[src/rtl/trap_sequencer_if.sv]
// rtl/trap_sequencer_if.sv - core request / CSR file signal bundle for trap_sequencer
interface trap_sequencer_if;
    logic        exc_valid;
    logic [4:0]  exc_cause;
    logic [31:0] exc_addr;
    logic        ext_irq;
    logic        mie;
    logic        mret_valid;
    logic        csr_valid;
    logic [1:0]  csr_type;
    logic [11:0] csr_num;
    logic [31:0] csr_wdata;
    logic        csr_nowrite;
    logic [31:0] pc;
    logic [31:0] csr_rdata;
    logic        csr_invalid;

    logic [11:0] csr_addr;
    logic [31:0] csr_bus;
    logic [31:0] addr;
    logic        csr_read;
    logic        csr_write;
    logic [1:0]  csr_write_type;
    logic        trap;
    logic [4:0]  trap_cause;
    logic        take_external_interupt;
    logic        ret;
    logic        busy;
    logic        done;
    logic [31:0] rdata;
    logic        redirect_valid;
    logic [31:0] redirect_pc;

    modport slave (
        input  exc_valid, exc_cause, exc_addr, ext_irq, mie, mret_valid,
               csr_valid, csr_type, csr_num, csr_wdata, csr_nowrite, pc,
               csr_rdata, csr_invalid,
        output csr_addr, csr_bus, addr, csr_read, csr_write, csr_write_type,
               trap, trap_cause, take_external_interupt, ret, busy, done,
               rdata, redirect_valid, redirect_pc
    );

    modport master (
        output exc_valid, exc_cause, exc_addr, ext_irq, mie, mret_valid,
               csr_valid, csr_type, csr_num, csr_wdata, csr_nowrite, pc,
               csr_rdata, csr_invalid,
        input  csr_addr, csr_bus, addr, csr_read, csr_write, csr_write_type,
               trap, trap_cause, take_external_interupt, ret, busy, done,
               rdata, redirect_valid, redirect_pc
    );
endinterface

[src/rtl/trap_sequencer.sv]
// rtl/trap_sequencer.sv - machine-mode CSR/trap/MRET sequencer owning all CSR file controls
// Optional external interrupt path enabled by defining TRAP_SEQ_IRQ_EN.
module trap_sequencer #(
    parameter logic [11:0] MTVEC_ADDR    = 12'h305,
    parameter logic [11:0] MEPC_ADDR     = 12'h341,
    parameter logic [4:0]  ILLEGAL_CAUSE = 5'd2,
    parameter logic [4:0]  EXT_IRQ_CAUSE = 5'd11
) (
    input logic              clk,
    input logic              rst,
    trap_sequencer_if.slave  bus
);
    typedef enum logic [2:0] {
        S_IDLE, S_CSR_RD, S_CSR_WR, S_TRAP, S_VEC, S_EPC, S_RET
    } state_e;

    state_e      state_q, state_d;
    logic [1:0]  type_q, type_d;
    logic [11:0] num_q, num_d;
    logic [31:0] wdata_q, wdata_d;
    logic        nowrite_q, nowrite_d;
    logic [4:0]  cause_q, cause_d;
    logic [31:0] fault_q, fault_d;
    logic [31:0] pc_q, pc_d;
    logic        irq_q, irq_d;
    logic [31:0] old_q, old_d;
    logic        irq_req;

`ifdef TRAP_SEQ_IRQ_EN
    assign irq_req = bus.ext_irq & bus.mie;
`else
    assign irq_req = 1'b0;
`endif

    always_ff @(posedge clk) begin
        if (rst) begin
            state_q   <= S_IDLE;
            type_q    <= '0;
            num_q     <= '0;
            wdata_q   <= '0;
            nowrite_q <= 1'b0;
            cause_q   <= '0;
            fault_q   <= '0;
            pc_q      <= '0;
            irq_q     <= 1'b0;
            old_q     <= '0;
        end else begin
            state_q   <= state_d;
            type_q    <= type_d;
            num_q     <= num_d;
            wdata_q   <= wdata_d;
            nowrite_q <= nowrite_d;
            cause_q   <= cause_d;
            fault_q   <= fault_d;
            pc_q      <= pc_d;
            irq_q     <= irq_d;
            old_q     <= old_d;
        end
    end

    always_comb begin
        state_d   = state_q;
        type_d    = type_q;
        num_d     = num_q;
        wdata_d   = wdata_q;
        nowrite_d = nowrite_q;
        cause_d   = cause_q;
        fault_d   = fault_q;
        pc_d      = pc_q;
        irq_d     = irq_q;
        old_d     = old_q;
        unique case (state_q)
            S_IDLE: begin
                if (bus.exc_valid) begin
                    cause_d = bus.exc_cause;
                    fault_d = bus.exc_addr;
                    pc_d    = bus.pc;
                    irq_d   = 1'b0;
                    state_d = S_TRAP;
                end else if (irq_req) begin
                    cause_d = EXT_IRQ_CAUSE;
                    fault_d = '0;
                    pc_d    = bus.pc;
                    irq_d   = 1'b1;
                    state_d = S_TRAP;
                end else if (bus.mret_valid) begin
                    pc_d    = bus.pc;
                    state_d = S_EPC;
                end else if (bus.csr_valid) begin
                    type_d    = bus.csr_type;
                    num_d     = bus.csr_num;
                    wdata_d   = bus.csr_wdata;
                    nowrite_d = bus.csr_nowrite;
                    pc_d      = bus.pc;
                    state_d   = S_CSR_RD;
                end
            end
            S_CSR_RD: begin
                old_d = bus.csr_rdata;
                if (bus.csr_invalid) begin
                    // Illegal access reuses the exception path; mepc is the CSR instruction's pc.
                    cause_d = ILLEGAL_CAUSE;
                    fault_d = '0;
                    irq_d   = 1'b0;
                    state_d = S_TRAP;
                end else if (nowrite_q) begin
                    state_d = S_IDLE;
                end else begin
                    state_d = S_CSR_WR;
                end
            end
            S_CSR_WR: state_d = S_IDLE;
            S_TRAP:   state_d = S_VEC;
            S_VEC:    state_d = S_IDLE;
            S_EPC: begin
                old_d   = bus.csr_rdata;
                state_d = S_RET;
            end
            S_RET:    state_d = S_IDLE;
            default:  state_d = S_IDLE;
        endcase
    end

    always_comb begin
        bus.csr_addr               = '0;
        bus.csr_bus                = '0;
        bus.addr                   = '0;
        bus.csr_read               = 1'b0;
        bus.csr_write              = 1'b0;
        bus.csr_write_type         = 2'b00;
        bus.trap                   = 1'b0;
        bus.trap_cause             = '0;
        bus.take_external_interupt = 1'b0;
        bus.ret                    = 1'b0;
        bus.busy                   = (state_q != S_IDLE);
        bus.done                   = 1'b0;
        bus.rdata                  = '0;
        bus.redirect_valid         = 1'b0;
        bus.redirect_pc            = '0;
        unique case (state_q)
            S_CSR_RD: begin
                bus.csr_read = 1'b1;
                bus.csr_addr = num_q;
                if (!bus.csr_invalid && nowrite_q) begin
                    bus.done  = 1'b1;
                    bus.rdata = bus.csr_rdata;
                end
            end
            S_CSR_WR: begin
                bus.csr_write      = 1'b1;
                bus.csr_write_type = type_q;
                bus.csr_bus        = wdata_q;
                bus.done           = 1'b1;
                bus.rdata          = old_q;
            end
            S_TRAP: begin
                bus.trap       = 1'b1;
                bus.trap_cause = cause_q;
                bus.csr_bus    = pc_q;
                bus.addr       = fault_q;
`ifdef TRAP_SEQ_IRQ_EN
                bus.take_external_interupt = irq_q;
`else
                bus.take_external_interupt = 1'b0;
`endif
            end
            S_VEC: begin
                bus.csr_read       = 1'b1;
                bus.csr_addr       = MTVEC_ADDR;
                bus.redirect_valid = 1'b1;
                bus.redirect_pc    = bus.csr_rdata;
            end
            S_EPC: begin
                bus.csr_read = 1'b1;
                bus.csr_addr = MEPC_ADDR;
            end
            S_RET: begin
                bus.ret            = 1'b1;
                bus.redirect_valid = 1'b1;
                bus.redirect_pc    = old_q;
            end
            default: ;
        endcase
    end
endmodule

[src/flat_wrapper.sv]
// flat-port wrapper written by rule: the top's interface ports become plain ports
module trap_sequencer_flat 
#(
    parameter logic [11:0] MTVEC_ADDR    = 12'h305,
    parameter logic [11:0] MEPC_ADDR     = 12'h341,
    parameter logic [4:0]  ILLEGAL_CAUSE = 5'd2,
    parameter logic [4:0]  EXT_IRQ_CAUSE = 5'd11
)
  (clk, rst, bus_exc_valid, bus_exc_cause, bus_exc_addr, bus_ext_irq, bus_mie, bus_mret_valid, bus_csr_valid, bus_csr_type, bus_csr_num, bus_csr_wdata, bus_csr_nowrite, bus_pc, bus_csr_rdata, bus_csr_invalid, bus_csr_addr, bus_csr_bus, bus_addr, bus_csr_read, bus_csr_write, bus_csr_write_type, bus_trap, bus_trap_cause, bus_take_external_interupt, bus_ret, bus_busy, bus_done, bus_rdata, bus_redirect_valid, bus_redirect_pc);
  trap_sequencer_if bus_i ();
  input logic clk;
  input logic rst;
  input wire logic [$bits(bus_i.exc_valid)-1:0] bus_exc_valid;
  input wire logic [$bits(bus_i.exc_cause)-1:0] bus_exc_cause;
  input wire logic [$bits(bus_i.exc_addr)-1:0] bus_exc_addr;
  input wire logic [$bits(bus_i.ext_irq)-1:0] bus_ext_irq;
  input wire logic [$bits(bus_i.mie)-1:0] bus_mie;
  input wire logic [$bits(bus_i.mret_valid)-1:0] bus_mret_valid;
  input wire logic [$bits(bus_i.csr_valid)-1:0] bus_csr_valid;
  input wire logic [$bits(bus_i.csr_type)-1:0] bus_csr_type;
  input wire logic [$bits(bus_i.csr_num)-1:0] bus_csr_num;
  input wire logic [$bits(bus_i.csr_wdata)-1:0] bus_csr_wdata;
  input wire logic [$bits(bus_i.csr_nowrite)-1:0] bus_csr_nowrite;
  input wire logic [$bits(bus_i.pc)-1:0] bus_pc;
  input wire logic [$bits(bus_i.csr_rdata)-1:0] bus_csr_rdata;
  input wire logic [$bits(bus_i.csr_invalid)-1:0] bus_csr_invalid;
  output wire logic [$bits(bus_i.csr_addr)-1:0] bus_csr_addr;
  output wire logic [$bits(bus_i.csr_bus)-1:0] bus_csr_bus;
  output wire logic [$bits(bus_i.addr)-1:0] bus_addr;
  output wire logic [$bits(bus_i.csr_read)-1:0] bus_csr_read;
  output wire logic [$bits(bus_i.csr_write)-1:0] bus_csr_write;
  output wire logic [$bits(bus_i.csr_write_type)-1:0] bus_csr_write_type;
  output wire logic [$bits(bus_i.trap)-1:0] bus_trap;
  output wire logic [$bits(bus_i.trap_cause)-1:0] bus_trap_cause;
  output wire logic [$bits(bus_i.take_external_interupt)-1:0] bus_take_external_interupt;
  output wire logic [$bits(bus_i.ret)-1:0] bus_ret;
  output wire logic [$bits(bus_i.busy)-1:0] bus_busy;
  output wire logic [$bits(bus_i.done)-1:0] bus_done;
  output wire logic [$bits(bus_i.rdata)-1:0] bus_rdata;
  output wire logic [$bits(bus_i.redirect_valid)-1:0] bus_redirect_valid;
  output wire logic [$bits(bus_i.redirect_pc)-1:0] bus_redirect_pc;
  assign bus_i.exc_valid = bus_exc_valid;
  assign bus_i.exc_cause = bus_exc_cause;
  assign bus_i.exc_addr = bus_exc_addr;
  assign bus_i.ext_irq = bus_ext_irq;
  assign bus_i.mie = bus_mie;
  assign bus_i.mret_valid = bus_mret_valid;
  assign bus_i.csr_valid = bus_csr_valid;
  assign bus_i.csr_type = bus_csr_type;
  assign bus_i.csr_num = bus_csr_num;
  assign bus_i.csr_wdata = bus_csr_wdata;
  assign bus_i.csr_nowrite = bus_csr_nowrite;
  assign bus_i.pc = bus_pc;
  assign bus_i.csr_rdata = bus_csr_rdata;
  assign bus_i.csr_invalid = bus_csr_invalid;
  assign bus_csr_addr = bus_i.csr_addr;
  assign bus_csr_bus = bus_i.csr_bus;
  assign bus_addr = bus_i.addr;
  assign bus_csr_read = bus_i.csr_read;
  assign bus_csr_write = bus_i.csr_write;
  assign bus_csr_write_type = bus_i.csr_write_type;
  assign bus_trap = bus_i.trap;
  assign bus_trap_cause = bus_i.trap_cause;
  assign bus_take_external_interupt = bus_i.take_external_interupt;
  assign bus_ret = bus_i.ret;
  assign bus_busy = bus_i.busy;
  assign bus_done = bus_i.done;
  assign bus_rdata = bus_i.rdata;
  assign bus_redirect_valid = bus_i.redirect_valid;
  assign bus_redirect_pc = bus_i.redirect_pc;
  trap_sequencer #(.MTVEC_ADDR(MTVEC_ADDR), .MEPC_ADDR(MEPC_ADDR), .ILLEGAL_CAUSE(ILLEGAL_CAUSE), .EXT_IRQ_CAUSE(EXT_IRQ_CAUSE)) u_core (.clk(clk), .rst(rst), .bus(bus_i));
endmodule
[config.mk]
export PLATFORM = sky130hd
export DESIGN_NAME = trap_sequencer_flat
export DESIGN_NICKNAME = d
export VERILOG_FILES = /design/src/rtl/trap_sequencer_if.sv /design/src/rtl/trap_sequencer.sv /design/src/flat_wrapper.sv
export SDC_FILE = /design/constraint.sdc
export NUM_CORES = 1
export LEC_CHECK = 0
export CAP_MARGIN = 20
export CORE_MARGIN = 4
export CORE_UTILIZATION = 40
export DETAILED_ROUTE_END_ITERATION = 12
export DONT_BUFFER_PORTS = 1
export PLACE_DENSITY_LB_ADDON = 0.3
export SLEW_MARGIN = 20
export SYNTH_ARGS = -nofsm -noshare
export SYNTH_HDL_FRONTEND = slang
export SYNTH_SLANG_ARGS = --single-unit
[constraint.sdc]
create_clock -name clk -period 4.9 [get_ports clk]
set_input_delay 0.98 -clock clk [delete_from_list [all_inputs] [get_ports clk]]
set_output_delay 0.98 -clock clk [all_outputs]
set_load 0.05 [all_outputs]
* Yosys cells after proc, flatten, opt, wreduce, memory -nomap -nowiden
Cells that the tools add are included.
Word-level totals: register bits after elaboration 151, input port bits 156
Operators by class: equality and inequality tests 9, mux-type cells 30, bitwise gates (word level) 2, reduce and logical (&&, ||, !) cells 12
Operators by type and width (number):
- 32-bit case mux with 2 select lines | 4
- 32-bit two-way mux | 7
- 12-bit case mux with 3 select lines | 1
- 5-bit two-way mux | 3
- 3-bit two-way mux | 4
- 3-bit case mux with 4 select lines | 1
- 5-bit case mux with 2 select lines | 1
- 3-bit == test (second input constant) | 3
- 3-bit by 2-bit == test with 1-bit output (second input constant) | 2
- 1-bit two-way mux | 6
- 3-bit nonzero test | 2
- 2-bit two-way mux | 2
- 2-bit != test (second input constant) | 2
- 4-bit != test (second input constant) | 1
- 4-bit AND reduction | 1
- 2-bit OR reduction | 2
- 3-bit by 1-bit == test with 1-bit output (second input constant) | 1
- 3-bit logical NOT | 1
- 3-bit AND reduction | 1
- 3-bit OR reduction | 1
- 1-bit NOT | 2
- 1-bit case mux with 2 select lines | 1
- 2-bit AND reduction | 1
- 2-bit nonzero test | 1
- other kinds (2) | 2

* Depth between registers and ports, before layout
depth after elaboration 4, gate-level depth with buffers 6, mapped depth without buffers 3

* Least setup slack after synthesis
OpenSTA, ideal clock, no wires.
path type input to output, start point input port bus_csr_invalid, end point output port bus_rdata[10], arrival time 2301 ps, data required time 3920 ps, setup slack 1619 ps, stages on the path 4, path buffers 1, path through or3b_2 nor2_1 buf_2 a22o_1
Between the ends: cells in the longest elaborated chain, start to end 4
RTL lines:
- from (decl) | RTL line flat_wrapper.sv:26 | input wire logic [$bits(bus_i.csr_invalid)-1:0] bus_csr_invalid;
- 1-bit logical NOT | RTL line trap_sequencer.sv:144 | if (!bus.csr_invalid && nowrite_q) begin
- 1-bit logical AND | RTL line trap_sequencer.sv:144
- 32-bit two-way mux | RTL line trap_sequencer.sv:144
- 32-bit case mux with 2 select lines | RTL line trap_sequencer.sv:140 | unique case (state_q)
- to (decl) | RTL line flat_wrapper.sv:39 | output wire logic [$bits(bus_i.rdata)-1:0] bus_rdata;
No other way between the ends.

* Worst setup path after layout
start point register u_core.state_q[2], end point output port bus_csr_bus[22]
Between the ends: cells in the longest elaborated chain, start to end 2, elaborated cells on any way between the ends 3, those cells by class eq/ne (2); mux (1)
RTL lines:
- from (decl) | RTL line trap_sequencer.sv:17 | state_e state_q, state_d;
- from (signal assigned) | RTL line trap_sequencer.sv:48 | state_q <= state_d;
- 3-bit by 2-bit == test with 1-bit output | RTL line trap_sequencer.sv:140
- 32-bit case mux with 2 select lines * | RTL line trap_sequencer.sv:140
- to (decl) | RTL line flat_wrapper.sv:28 | output wire logic [$bits(bus_i.csr_bus)-1:0] bus_csr_bus;
Mark *: on every way between the ends. The rest lies on a longest branch, timed or not.

==> flow_summary.json <==
{
  "tns_ps": 0,
  "clock_path_buffers": 2,
  "worst_slew_pin_slew_ps": 1020,
  "finalClockSkew_ps": 8.50,
  "setup_viol": 0,
  "grt_max_degree": 196,
  "whs_ps": 470,
  "layout.nets": 962,
  "min_period_ps": 3540,
  "outcome": "completed",
  "num_vias": 5670,
  "synth.avg_cell_area_sq_um": 9.13,
  "dp.final_hpwl_microns": 13800,
  "leakagePower_nw": 3.21,
  "n_antenna_cell": 0,
  "rsz0062_at_grt": "no",
  "relSlewSlack_pct": 31.5,
  "cts-buffers-inserted": 17,
  "final_cell_mix": "nand2b_1 (159), dfxtp_1 (150), mux2i_1 (111)",
  "cts-resized-gates": 0,
  "cp-end-kind": "primary output",
  "cts-root-buf": "clkbuf_16",
  "seq_area_sq_mm": 0.00302,
  "antenna_found_initial": 0,
  "drive_gt1_share_pct": 11.2,
  "cts-htree-levels": 4,
  "fmax_ghz": 0.283,
  "finalMaxSlewViolations": 0,
  "cts_hold_buf": 0,
  "gp_congestion": 0.785,
  "crit_slowest_cell": "buf_4",
  "syn-cell-area_sq_mm": 0.00742,
  "groute.usage.overall_pct": 18.7,
  "wl_per_cell_microns": 19.8,
  "drv_cap": 0,
  "grt_pass1_vias": 5418,
  "synth_top_cell_area_share_pct": 40.7,
  "grt_pass1_wl_microns": 30400,
  "multiInputGateArea_sq_mm": 0.00410,
  "yosysTopAreaCell": "dfxtp_1",
  "layout.cells.non_filler": 1048,
  "path_buf_inv": 1,
  "p_total_mw": 4.77,
  "drt_iter0_drc": 245,
  "dp.cells": 1016,
  "overflow": 0,
  "critPathKind": "reg -> out",
  "fin_area_sq_mm": 0.00838,
  "dr.pass1.iters": 4,
  "cts_setup_buffers": 0,
  "yosysSeqAreaShare_pct": 40.7,
  "synth_cell_types": 33,
  "portBuffers": 0,
  "holdCritPathClass": "reg -> reg",
  "path_clk_slew_ps": 60,
  "dieArea_sq_mm": 0.0208,
  "postRouteAntennaNets": 0,
  "die_w_microns": 144,
  "num_rows": 49,
  "numClockSinks": 151,
  "synth_fp_nets": 969,
  "cellPowerDensity_mw_per_mm2": 569,
  "worstPathCellList": "nor3_2 -> buf_4 -> a22o_1",
  "timing.final.crit_share_pct": 72.2,
  "ir_drop_v": 0.000302,
  "startpoint_type": "flop",
  "required_ps": 3920,
  "area_growth_pct": 12.9,
  "cts_tree": "yes",
  "io_pins": 311,
  "num-fill-cells": 1734,
  "critPathArrivalTime_ps": 2560,
  "wl_microns": 20800,
  "start_util_pct": 41.0,
  "final_common_cell": "nand2b_1",
  "slowest_delay_ps": 730,
  "drc": 0,
  "place_area_sq_mm": 0.00777,
  "worstSkewPairLatency_ps": 420,
  "viasPerCell": 5.41,
  "hold_viol": 0,
  "synth_area_leaders": "dfxtp_1 (41%), mux2i_1 (15%), nand2b_1 (13%)",
  "crit_family": "buffers and inverters",
  "coreArea_sq_mm": 0.0181,
  "die-height_microns": 144,
  "syn_inst": 813,
  "ys_ff_latch": 151,
  "crit_fanout": 66,
  "ys_warn_count": 0
}
area by class of cell:
| type | count | area share [%] |
|---|---|---|
| Tap cell | 229 | 3.42 |
| Inverter | 3 | 0.134 |
| Clock inverter | 13 | 2.00 |
| Clock buffer | 19 | 5.28 |
| Timing Repair Buffer | 47 | 4.21 |
| Sequential cell | 151 | 36.1 |
| Multi-Input combinational cell | 586 | 48.9 |
state kept, by name, indices dropped and copies added (netlist names):
| register | flops |
|---|---|
| u_core.cause_q | 5 |
| u_core.fault_q | 32 |
| u_core.nowrite_q | 1 |
| u_core.num_q | 12 |
| u_core.old_q | 32 |
| u_core.pc_q | 32 |
| u_core.state_q | 3 |
| u_core.type_q | 2 |
| u_core.wdata_q | 32 |
worst reg2reg max path, cell delays in order (launching register included):
cell	delay, ps
dfxtp_2	390
buf_4	350
or3_4	590
nor4b_4	280
buf_4	700
mux2i_1	350
stage by stage:
step / worst slack [ps] / util [%]
global placement: 1550 / 43.0
global route: 1200 / 46.3
detailed placement: 1540 / 43.0
CTS: 1310 / 46.3
finish: 1360 / 46.3
floorplan: 1620 / -
power by group:
group | internal [mW] | switching, mW | leakage (nW)
sequential | 1.48 | 0.183 | 1.23
combinational | 0.537 | 1.21 | 1.69
clock | 0.821 | 0.537 | 0.294
cells by family (layout without fill, tap and decap cells):
family	after synthesis	count (layout)	synth area share [%]
AOI/OAI and AO/OA	143	143	15.0
DFF	151	151	40.7
buffers and inverters	76	82	4.65
and+or+nand+nor	331	331	24.6
muxes	111	111	15.0
other	1	1	0.0505
synthesized netlist by cell type:
master,instances
a21oi_1,38
a221oi_1,1
a22o_1,100
a311oi_1,1
a311oi_2,1
and2_1,37
and3_1,9
buf_1,2
buf_2,15
buf_4,5
buf_6,3
clkbuf_1,48
conb_1,1
dfxtp_1,151
inv_1,3
mux2i_1,111
nand2_1,65
nand2b_1,159
nand3b_1,1
nor2_1,46
nor2_4,1
nor2b_1,1
nor3_1,3
nor3_2,1
nor4b_1,1
nor4b_2,1
o21ai_0,1
o22a_1,1
or2_2,2
or3_4,1
or3b_2,1
or4b_1,1
or4b_2,1
path summary, 6_finish.rpt:
path	from	to	slack (ps)	cells after the start
hold / removal	u_core.wdata_q[9]	u_core.wdata_q[9]	470	2
setup reg to reg	u_core.state_q[1]	u_core.wdata_q[28]	2170	5
setup / recovery	u_core.state_q[2]	bus_csr_bus[22]	1360	3
hold reg to reg	u_core.wdata_q[9]	u_core.wdata_q[9]	470	2
layer usage:
| layer | GRT usage, % | up-vias | part of all wire, % |
|---|---|---|---|
| met5 | 0 | - | 0 |
| met4 | 6.43 | 0 | 2.1 |
| met3 | 7.77 | 29 | 10 |
| met2 | 31.2 | 219 | 47 |
| met1 | 21.8 | 2653 | 40 |
| li1 | - | 2769 | - |
(Power assumes the default switching activity.)
